File: config.mk
export PLATFORM = sky130hd
export DESIGN_NAME = jedro_1_mem_arbiter
export DESIGN_NICKNAME = d
export VERILOG_FILES = /design/src/rtl/jedro_1_arb_pkg.sv /design/src/rtl/jedro_1_arb_starve_ctr.sv /design/src/rtl/jedro_1_mem_arbiter.sv
export SDC_FILE = /design/constraint.sdc
export NUM_CORES = 1
export LEC_CHECK = 0
export BUFFER_PORTS_ARGS = -buffer_cell sky130_fd_sc_hd__buf_2
export CELL_PAD_IN_SITES_DETAIL_PLACEMENT = 0
export CELL_PAD_IN_SITES_GLOBAL_PLACEMENT = 1
export CORE_MARGIN = 5
export CORE_UTILIZATION = 15
export DETAILED_ROUTE_END_ITERATION = 10
export PLACE_DENSITY_LB_ADDON = 0.1
export SYNTH_ARGS = -nofsm -noshare
export SYNTH_HDL_FRONTEND = slang
export SYNTH_SLANG_ARGS = --single-unit
File: constraint.sdc
create_clock -name clk_i -period 2.7 [get_ports clk_i]
set_input_delay 0.54 -clock clk_i [delete_from_list [all_inputs] [get_ports clk_i]]
set_output_delay 0.54 -clock clk_i [all_outputs]
set_load 0.02 [all_outputs]
File: src/rtl/jedro_1_arb_pkg.sv
// Shared types and constants for the jedro_1 unified-memory arbiter.
package jedro_1_arb_pkg;

    typedef enum logic [1:0] {
        OWNER_NONE  = 2'd0,
        OWNER_INSTR = 2'd1,
        OWNER_DATA  = 2'd2
    } owner_e;

    localparam int DEFAULT_MAX_DATA_STREAK = 4;

endpackage

File: src/rtl/jedro_1_arb_starve_ctr.sv
// Saturating count of back-to-back data grants taken while fetch was waiting,
// flagging when fetch must be let through.
module jedro_1_arb_starve_ctr #(
    parameter int MAX_STREAK = 4
) (
    input  logic clk_i,
    input  logic rstn_i,
    input  logic instr_req_i,
    input  logic instr_gnt_i,
    input  logic data_gnt_i,
    output logic limit_o
);

    localparam int CW = $clog2(MAX_STREAK + 1);

    logic [CW-1:0] streak_d;
    logic [CW-1:0] streak_q;

    assign limit_o = (streak_q == CW'(MAX_STREAK));

    always_comb begin
        streak_d = streak_q;
        if (!instr_req_i || instr_gnt_i) begin
            streak_d = '0;
        end else if (data_gnt_i && !limit_o) begin
            streak_d = streak_q + 1'b1;
        end
    end

    always_ff @(posedge clk_i or negedge rstn_i) begin
        if (!rstn_i) begin
            streak_q <= '0;
        end else begin
            streak_q <= streak_d;
        end
    end

endmodule

File: src/rtl/jedro_1_mem_arbiter.sv
// Shares one single-port RAM between jedro_1 fetch and load/store, data first.
// Define JEDRO_1_ARB_STARVE_EN to bound how long fetch can be starved by data.
module jedro_1_mem_arbiter
    import jedro_1_arb_pkg::*;
#(
    parameter int ADDR_WIDTH      = 32,
    parameter int DATA_WIDTH      = 32,
    parameter int MAX_DATA_STREAK = DEFAULT_MAX_DATA_STREAK
) (
    input  logic                    clk_i,
    input  logic                    rstn_i,

    input  logic                    instr_req_i,
    input  logic [ADDR_WIDTH-1:0]   instr_addr_i,
    output logic                    instr_gnt_o,
    output logic                    instr_rvalid_o,
    output logic [DATA_WIDTH-1:0]   instr_rdata_o,

    input  logic                    data_req_i,
    input  logic                    data_we_i,
    input  logic [DATA_WIDTH/8-1:0] data_be_i,
    input  logic [ADDR_WIDTH-1:0]   data_addr_i,
    input  logic [DATA_WIDTH-1:0]   data_wdata_i,
    output logic                    data_gnt_o,
    output logic                    data_rvalid_o,
    output logic [DATA_WIDTH-1:0]   data_rdata_o,

    output logic                    mem_en_o,
    output logic [DATA_WIDTH/8-1:0] mem_we_o,
    output logic [ADDR_WIDTH-1:0]   mem_addr_o,
    output logic [DATA_WIDTH-1:0]   mem_wdata_o,
    input  logic [DATA_WIDTH-1:0]   mem_rdata_i
);

    owner_e owner_d, owner_q;
    logic   store_d, store_q;
    logic   instr_gnt, data_gnt;
    logic   starve_limit;

`ifdef JEDRO_1_ARB_STARVE_EN
    jedro_1_arb_starve_ctr #(
        .MAX_STREAK (MAX_DATA_STREAK)
    ) u_starve_ctr (
        .clk_i       (clk_i),
        .rstn_i      (rstn_i),
        .instr_req_i (instr_req_i),
        .instr_gnt_i (instr_gnt),
        .data_gnt_i  (data_gnt),
        .limit_o     (starve_limit)
    );
`else
    logic unused_streak_cfg;
    assign unused_streak_cfg = (MAX_DATA_STREAK != 0);
    assign starve_limit      = 1'b0;
`endif

    // No grants while reset is held, so every output reads 0 during reset.
    always_comb begin
        data_gnt  = rstn_i && data_req_i && !(starve_limit && instr_req_i);
        instr_gnt = rstn_i && instr_req_i && !data_gnt;

        owner_d = OWNER_NONE;
        store_d = 1'b0;
        if (instr_gnt) begin
            owner_d = OWNER_INSTR;
        end else if (data_gnt) begin
            owner_d = OWNER_DATA;
            store_d = data_we_i;
        end

        instr_gnt_o = instr_gnt;
        data_gnt_o  = data_gnt;
        mem_en_o    = instr_gnt || data_gnt;
        mem_addr_o  = '0;
        mem_we_o    = '0;
        mem_wdata_o = '0;
        if (data_gnt) begin
            mem_addr_o = data_addr_i;
            if (data_we_i) begin
                mem_we_o    = data_be_i;
                mem_wdata_o = data_wdata_i;
            end
        end else if (instr_gnt) begin
            mem_addr_o = instr_addr_i;
        end

        instr_rvalid_o = (owner_q == OWNER_INSTR);
        data_rvalid_o  = (owner_q == OWNER_DATA);
        instr_rdata_o  = instr_rvalid_o ? mem_rdata_i : '0;
        data_rdata_o   = (data_rvalid_o && !store_q) ? mem_rdata_i : '0;
    end

    always_ff @(posedge clk_i or negedge rstn_i) begin
        if (!rstn_i) begin
            owner_q <= OWNER_NONE;
            store_q <= 1'b0;
        end else begin
            owner_q <= owner_d;
            store_q <= store_d;
        end
    end

endmodule

Word-level counts from Yosys, hierarchy flattened

Cells that the tools add are included.

Bits in registers: 3
Input bits: 137
Output and inout bits: 137
Logic and storage cells: 23

Equal/unequal tests: 2
Muxes and demuxes: 12
Reductions and logical operators: 7

Operator list:

| operator                                            | number |
|---|---|
| two-way mux 32 bit                                  | 6 |
| two-way mux 4 bit                                   | 2 |
| logical AND 1 bit                                   | 4 |
| two-way mux 2 bit                                   | 2 |
| equality test 2 x 1 -> 1 bit, second input constant | 1 |
| equality test 2 bit, second input constant          | 1 |
| logical NOT 1 bit                                   | 2 |
| two-way mux 1 bit                                   | 2 |
| logical OR 1 bit                                    | 1 |

Depth between registers and ports, before layout

Gate-level depths: netlist of the first run.

Depth in word-level cells: 5
Gate-level depth with buffers: 5
Depth with buffers taken out: 2

Worst setup path after synthesis of the first run

No wires, ideal clock.

Path kind: input to output
From: input rstn_i
To: output mem_addr_o[10]
Data arrival time: 1.412 ns
Data required time: 2.160 ns
Slack: 0.748 ns
Stages on the path: 4
Path buffers: 2
Cell sequence: buf_6 > nand2_1 > clkbuf_1 > o21ai_0

Word-level cells in the longest chain between the ends: 5
Elaborated cells on any way between the ends: 6
Those cells by class: mux (2); reduce/logical (4)

Ends and longest elaborated chain:

| element              | line                      | text |
|---|---|---|
| start, declared      | jedro_1_mem_arbiter.sv:11 | `input logic rstn_i,` |
| logical AND 1 bit    | jedro_1_mem_arbiter.sv:59 | `data_gnt = rstn_i && data_req_i && !(starve_limit && instr_req_i);` |
| logical NOT 1 bit    | jedro_1_mem_arbiter.sv:60 | `instr_gnt = rstn_i && instr_req_i && !data_gnt;` |
| logical AND 1 bit    | jedro_1_mem_arbiter.sv:60 |  |
| two-way mux 32 bit   | jedro_1_mem_arbiter.sv:83 | `end else if (instr_gnt) begin` |
| two-way mux 32 bit * | jedro_1_mem_arbiter.sv:77 | `if (data_gnt) begin` |
| end, declared        | jedro_1_mem_arbiter.sv:30 | `output logic [ADDR_WIDTH-1:0] mem_addr_o,` |

Every way passes the cells marked *; elsewhere a longest branch is shown, timed or not.

Worst setup path after layout of the first run

From: input data_req_i
To: output mem_addr_o[5]

Word-level cells in the longest chain between the ends: 5

Ends and longest elaborated chain:

| element              | line                      | text |
|---|---|---|
| start, declared      | jedro_1_mem_arbiter.sv:19 | `input logic data_req_i,` |
| logical AND 1 bit *  | jedro_1_mem_arbiter.sv:59 |  |
| logical NOT 1 bit    | jedro_1_mem_arbiter.sv:60 |  |
| logical AND 1 bit    | jedro_1_mem_arbiter.sv:60 |  |
| two-way mux 32 bit   | jedro_1_mem_arbiter.sv:83 |  |
| two-way mux 32 bit * | jedro_1_mem_arbiter.sv:77 |  |

Marks and branches as above.

==> out/qor.csv, run 1 <==
metric;value;unit
design area;2880;µm²
Setup Viol. Count Final;0;
clock share of power;22.9;%
post-CTS setup buffer count;0;
critical path endpoint category;primary output;
Antenna diodes;0;
Root Buffer;clkbuf_8;
Pre-antenna DRT Iters;4;
die height;107;µm
Worst-Margin Slew;0.479;ns
sequential share of power;8.4;%
core area;9200;µm²
hold_buf cts;0;
Top Usage Layer GRT;met2;
HPWL after DPL;7.32;mm
Via density;4.07;
H-tree levels;1;
initial drt markers;98;
XOR/XNOR Fraction of Synth Area;0;%
crit path kind;in2out;
outcome;finished clean;
setup tns final;0;ns
Synth-to-Final Area Change;104;%
total grt overflow;0;
Switching Share;44.2;%
Pleak;1.83;nW
mux cell area share after synthesis;0;%
initial antenna violation count;1;
PwrDens;199;nW/µm²
P_sw;0.000253;W
CTS tree;yes;
Clock Sinks;3;
adder-cell share of the synthesized area;0;%
CP top delay family;buffers and inverters;
placer congestion estimate;0.794;
Pins Over Slew Limit;0;
I/O pin count;274;
Avg Cell Area, Syn;6.10;µm²
Worst EP arrival;1.58;ns
Reg clk slew, reported paths;0.03;ns
CP required;2.16;ns
f_max;472;MHz
slowest CP cell;buf_4;
Post-Synthesis Cell Area;1410;µm²
Place WS;0.557;ns
Synthesis Warnings;0;
worst-path fanout max;61;
GRT Total Usage;12.6;%
DRC Markers;0;
GRT met1 Usage;13.0;%
num rows;35;
Post-Syn Instances;231;
vias in the first global route;2270;
average routed wire per standard cell;13.9;µm
global-route met2 utilization;24.7;%
layout cells sized above 1;57.8;%
GR Util met3;3.31;%
ANT nets after route;0;
Synth Area in Simple Gates;73.2;%
Num CTS Buffers;3;
Worst Setup Start Kind;primary input;
RSZ-0062 raised after global routing;no;
Comb pwr share;68.7;%
Seq cells post-synth;3;
Final period util;78.5;%
setup ws final;0.579;ns
P_int;0.000319;W
first-pass GRT wire length;11.6;mm
Max-slew headroom;68.1;%
crit-path max cell delay;0.43;ns
crit path cell chain;buf_2, buf_4, nand3_1, o21ai_0, buf_2;
Final nets;629;
initial core utilization;15.3;%
Port Buf Inserts;273;
Distinct cells, synth;16;
syn_nets;368;
Die ar.;11400;µm²
Top cell by count, worst path;buf_2;
total wire length;8.34;mm
clk buf depth;2;
Final Hold Violating Endpoints;0;
maximum VDD drop;0.0714;mV
min cycle time layout;2.12;ns
Post-CTS Resized;0;
vias;2450;
dpl cell area;2830;µm²
compound-gate portion of the synthesized area;11.9;%
DIE WIDTH;107;µm
pin count of the biggest net entering global routing;62;
largest family of logic cells by synthesized area;simple AND/OR/NAND/NOR gates;
Bufs and invs on worst path;3;
register area share after synthesis;5.32;%
total of max-cap violations;0;
Worst Hold Class;in2async;
fin util;31.3;%
synth_stat cells, drive strengths merged:
cell type	count	area, µm²
o21a	1	7.51
dfrtp	3	75.1
nor2	1	3.75
nand2	1	3.75
o21ai	32	160
and2b	1	7.51
nand3	32	160
nor2b	1	6.26
nand2b	32	200
buf	11	86.3
nor3b	1	12.5
and2	101	632
and3	1	6.26
clkbuf	13	48.8
cell usage in the layout, fill, tap and decap left out, types with 3 or more instances in the layout:
master	n
and2_1	101
buf_2	273
buf_4	7
clkbuf_8	3
dfrtp_1	3
nand2b_1	32
nand3_1	32
o21ai_0	29
o21ai_1	3
registers in the layout, summed over array words and instances, names as in the netlist:
register and count:
store_q 1, owner_q 2
power groups by stage:
stage	Combinational, W	Sequential [W]	Clock [W]
5_1_grt	0.000431	0.0000485	0.000141
6_report	0.000393	0.0000483	0.000131
2_1_floorplan	0.000211	0.0000486	0
4_1_cts	0.000400	0.0000484	0.000138
3_3_place_gp	0.000399	0.0000488	0
3_5_place_dp	0.000399	0.0000489	0
logic make-up after synthesis:
kind of cell,count (synthesis)
AO/OA/AOI/OAI,33
flip-flops,3
AND/OR/NAND/NOR,171
buffers and inverters,24
stage by stage:
step / hold WS, ns / power (W) / std cells
2_1_floorplan: 0.244 / 0.000260 / 231
6_report: 0.336 / 0.000572 / 602
5_1_grt: 0.347 / 0.000620 / 602
3_5_place_dp: 0.569 / 0.000448 / 598
3_3_place_gp: 0.547 / 0.000448 / 598
4_1_cts: 0.338 / 0.000587 / 602
layer usage:
metal  wire length [µm]  share of wire, %
met5                 13              0.16
met4                110               1.3
met3                895                11
met2               4430                53
met1               2890                35
area by class of cell:
class,instances,area [µm²]
fill,1044,6320
timing repair buffer,280,1420
multi-input combinational,204,1200
tap,111,139
sequential,3,75.1
clock buffer,4,45.0
how the worst max path moves through the flow:
| stage | start | end | slack, ns | cells after the start |
|---|---|---|---|---|
| after detailed placement | data_req_i | mem_addr_o[5] | 0.56 | 5 |
| final | data_req_i | mem_addr_o[5] | 0.58 | 5 |
| after floorplan | rstn_i | mem_addr_o[10] | 0.75 | 4 |
| after CTS | data_req_i | mem_addr_o[5] | 0.56 | 5 |
| after global routing | data_req_i | mem_addr_o[11] | 0.46 | 5 |
| after global placement | data_req_i | mem_addr_o[28] | 0.55 | 5 |
Note: power is estimated with default switching activity, not from simulation.
==> inputs of run 2 (changes only) <==
--- a/config.mk
+++ b/config.mk
@@ -9,7 +9,7 @@
 export CELL_PAD_IN_SITES_DETAIL_PLACEMENT = 0
 export CELL_PAD_IN_SITES_GLOBAL_PLACEMENT = 1
 export CORE_MARGIN = 5
-export CORE_UTILIZATION = 15
+export CORE_UTILIZATION = 12
 export DETAILED_ROUTE_END_ITERATION = 10
 export PLACE_DENSITY_LB_ADDON = 0.1
 export SYNTH_ARGS = -nofsm -noshare
==> constraint.sdc (replaced) <==
create_clock -name clk_i -period 1.7 [get_ports clk_i]
set_input_delay 0.34 -clock clk_i [delete_from_list [all_inputs] [get_ports clk_i]]
set_output_delay 0.34 -clock clk_i [all_outputs]
set_load 0.02 [all_outputs]
==> out/qor.csv, run 2 (same netlist as run 1, synthesis figures left out) <==
metric;value;unit;change
H-tree levels;1;;unchanged
setup ws final;0.00203;ns;-0.577 ns
placer congestion estimate;0.724;;-8.8%
core area;11500;µm²;+25%
Reg clk slew, reported paths;0.03;ns;about the same
Final Hold Violating Endpoints;0;;unchanged
HPWL after DPL;7.43;mm;+1.4%
average routed wire per standard cell;14.0;µm;+1.3%
Pleak;1.92;nW;+5.0%
f_max;589;MHz;
vias;2515;;+2.7%
I/O pin count;274;;unchanged
post-CTS setup buffer count;0;;unchanged
Root Buffer;clkbuf_16;;
CP required;1.36;ns;-0.80 ns
initial drt markers;62;;-37%
initial core utilization;12.3;%;-3.0 points
initial antenna violation count;0;;-1
DRC Markers;0;;unchanged
Final period util;99.9;%;
crit-path max cell delay;0.39;ns;-0.04 ns
Register Area;75.1;µm²;unchanged
Antenna diodes;0;;unchanged
clk buf depth;2;;unchanged
Pins Over Slew Limit;0;;unchanged
Setup Viol. Count Final;0;;unchanged
DIE WIDTH;118;µm;+11%
outcome;finished clean;;
Clock Sinks;3;;unchanged
Synth-to-Final Area Change;135;%;
Worst Setup Start Kind;flop;;
dpl cell area;2960;µm²;+4.4%
Worst Hold Class;in2async;;
pin count of the biggest net entering global routing;53;;-15%
Worst-Margin Slew;0.278;ns;-0.201 ns
Via density;3.94;;-3.1%
crit path cell chain;and2b_2, clkbuf_16, and2_1, buf_2;;
design area;3320;µm²;+15%
total grt overflow;0;;unchanged
Port Buf Inserts;273;;unchanged
RSZ-0062 raised after global routing;yes;;
Largest regs;owner_q x2, store_q x1;;
vias in the first global route;2526;;+11%
crit path kind;reg2out;;
Bufs and invs on worst path;2;;-1
Fill cells;1252;;+20%
multi-input logic area;1210;µm²;+0.94%
Num CTS Buffers;3;;unchanged
min cycle time layout;1.70;ns;
setup tns final;0;ns;unchanged
CTS tree;yes;;
maximum VDD drop;0.227;mV;+220%
Final nets;633;;+0.64%
Worst EP arrival;1.36;ns;-0.22 ns
die height;118;µm;+11%
slowest CP cell;dfrtp_1;;
commonest non-fill, non-tap cell in the layout;buf_2;;
ANT nets after route;0;;unchanged
Max-slew headroom;81.5;%;+13 points
GRT Total Usage;11.5;%;-1.1 points
largest reg by FF count;owner_q;;
total of max-cap violations;0;;unchanged
worst-path fanout max;16;;-74%
layout cells sized above 1;59.2;%;+1.4 points
Die ar.;14000;µm²;+23%
CP top delay family;simple AND/OR/NAND/NOR gates;;
num rows;39;;+11%
final hold slack;0.0958;ns;-0.240 ns
PwrDens;348;nW/µm²;+75%
critical path endpoint category;primary output;;
Place WS;0.165;ns;-0.391 ns
commonest non-fill, non-tap cells in the layout;223 x buf_2, 97 x and2_1, 32 x nand2b_1, 32 x nand3_1, 32 x buf_6;;
total wire length;8.96;mm;+7.4%
Pre-antenna DRT Iters;3;;-1
max reg flops;2;;unchanged
first-pass GRT wire length;13.2;mm;+14%
-- run 2: cell count changes in the layout (fill, tap and decap cells not counted), sizes merged --
| cell | previous run | this run |
|---|---|---|
| buf | 280 | 283 |
| clkbuf | 4 | 5 |
-- run 2: worst paths after layout --
kind	endpoint	startpoint	cells after the start	slack, ns
max in group asynchronous	store_q$_DFF_PN0_	rstn_i	2	1.47
hold / removal	owner_q[1]$_DFF_PN0_	rstn_i	2	0.1
setup / recovery	instr_rdata_o[17]	owner_q[0]$_DFF_PN0_	4	0.002
min in group clk_i	owner_q[0]$_DFF_PN0_	data_req_i	3	0.51
-- run 2: layer usage --
layer  up-vias  wire, µm  global-route usage, %
met1      1084      3160                   11.8
li1       1269         -                      -
met4         0       111                   2.69
met5         -         0                      0
met3         8      1020                   4.63
met2       154      4670                   21.7
-- run 2: where the power goes --
group	switching, W	total (W)	internal, W
logic	0.000370	0.000702	0.000332
registers	0.00000211	0.0000771	0.0000750
clock network	0.0000664	0.000376	0.000310
-- run 2: per-stage QoR --
stage	power (W)	utilization, %	cells
3_5_place_dp	0.000737	25.8	633
6_report	0.00115	28.9	638
4_1_cts	0.00112	26.6	637
3_3_place_gp	0.000743	25.8	633
5_1_grt	0.00124	28.9	638
2_1_floorplan	0.000413	-	231
-- run 2: repair_timing --
item | in CTS | in global routing
gates resized for setup | 4 | 84
cloned | 0 | 1
hold buffers | 0 | 0
pin swaps | 1 | 0
endpoints found under the hold margin | 0 | 0
setup endpoints to repair | 32 | 47
-- run 2: area by class of cell --
| type | instances | share of cell area (%) |
|---|---|---|
| Tap cell | 143 | 5.39 |
| Timing Repair Buffer | 284 | 53.5 |
| Clock buffer | 4 | 2.38 |
| Multi-Input combinational cell | 204 | 36.5 |
| Sequential cell | 3 | 2.26 |
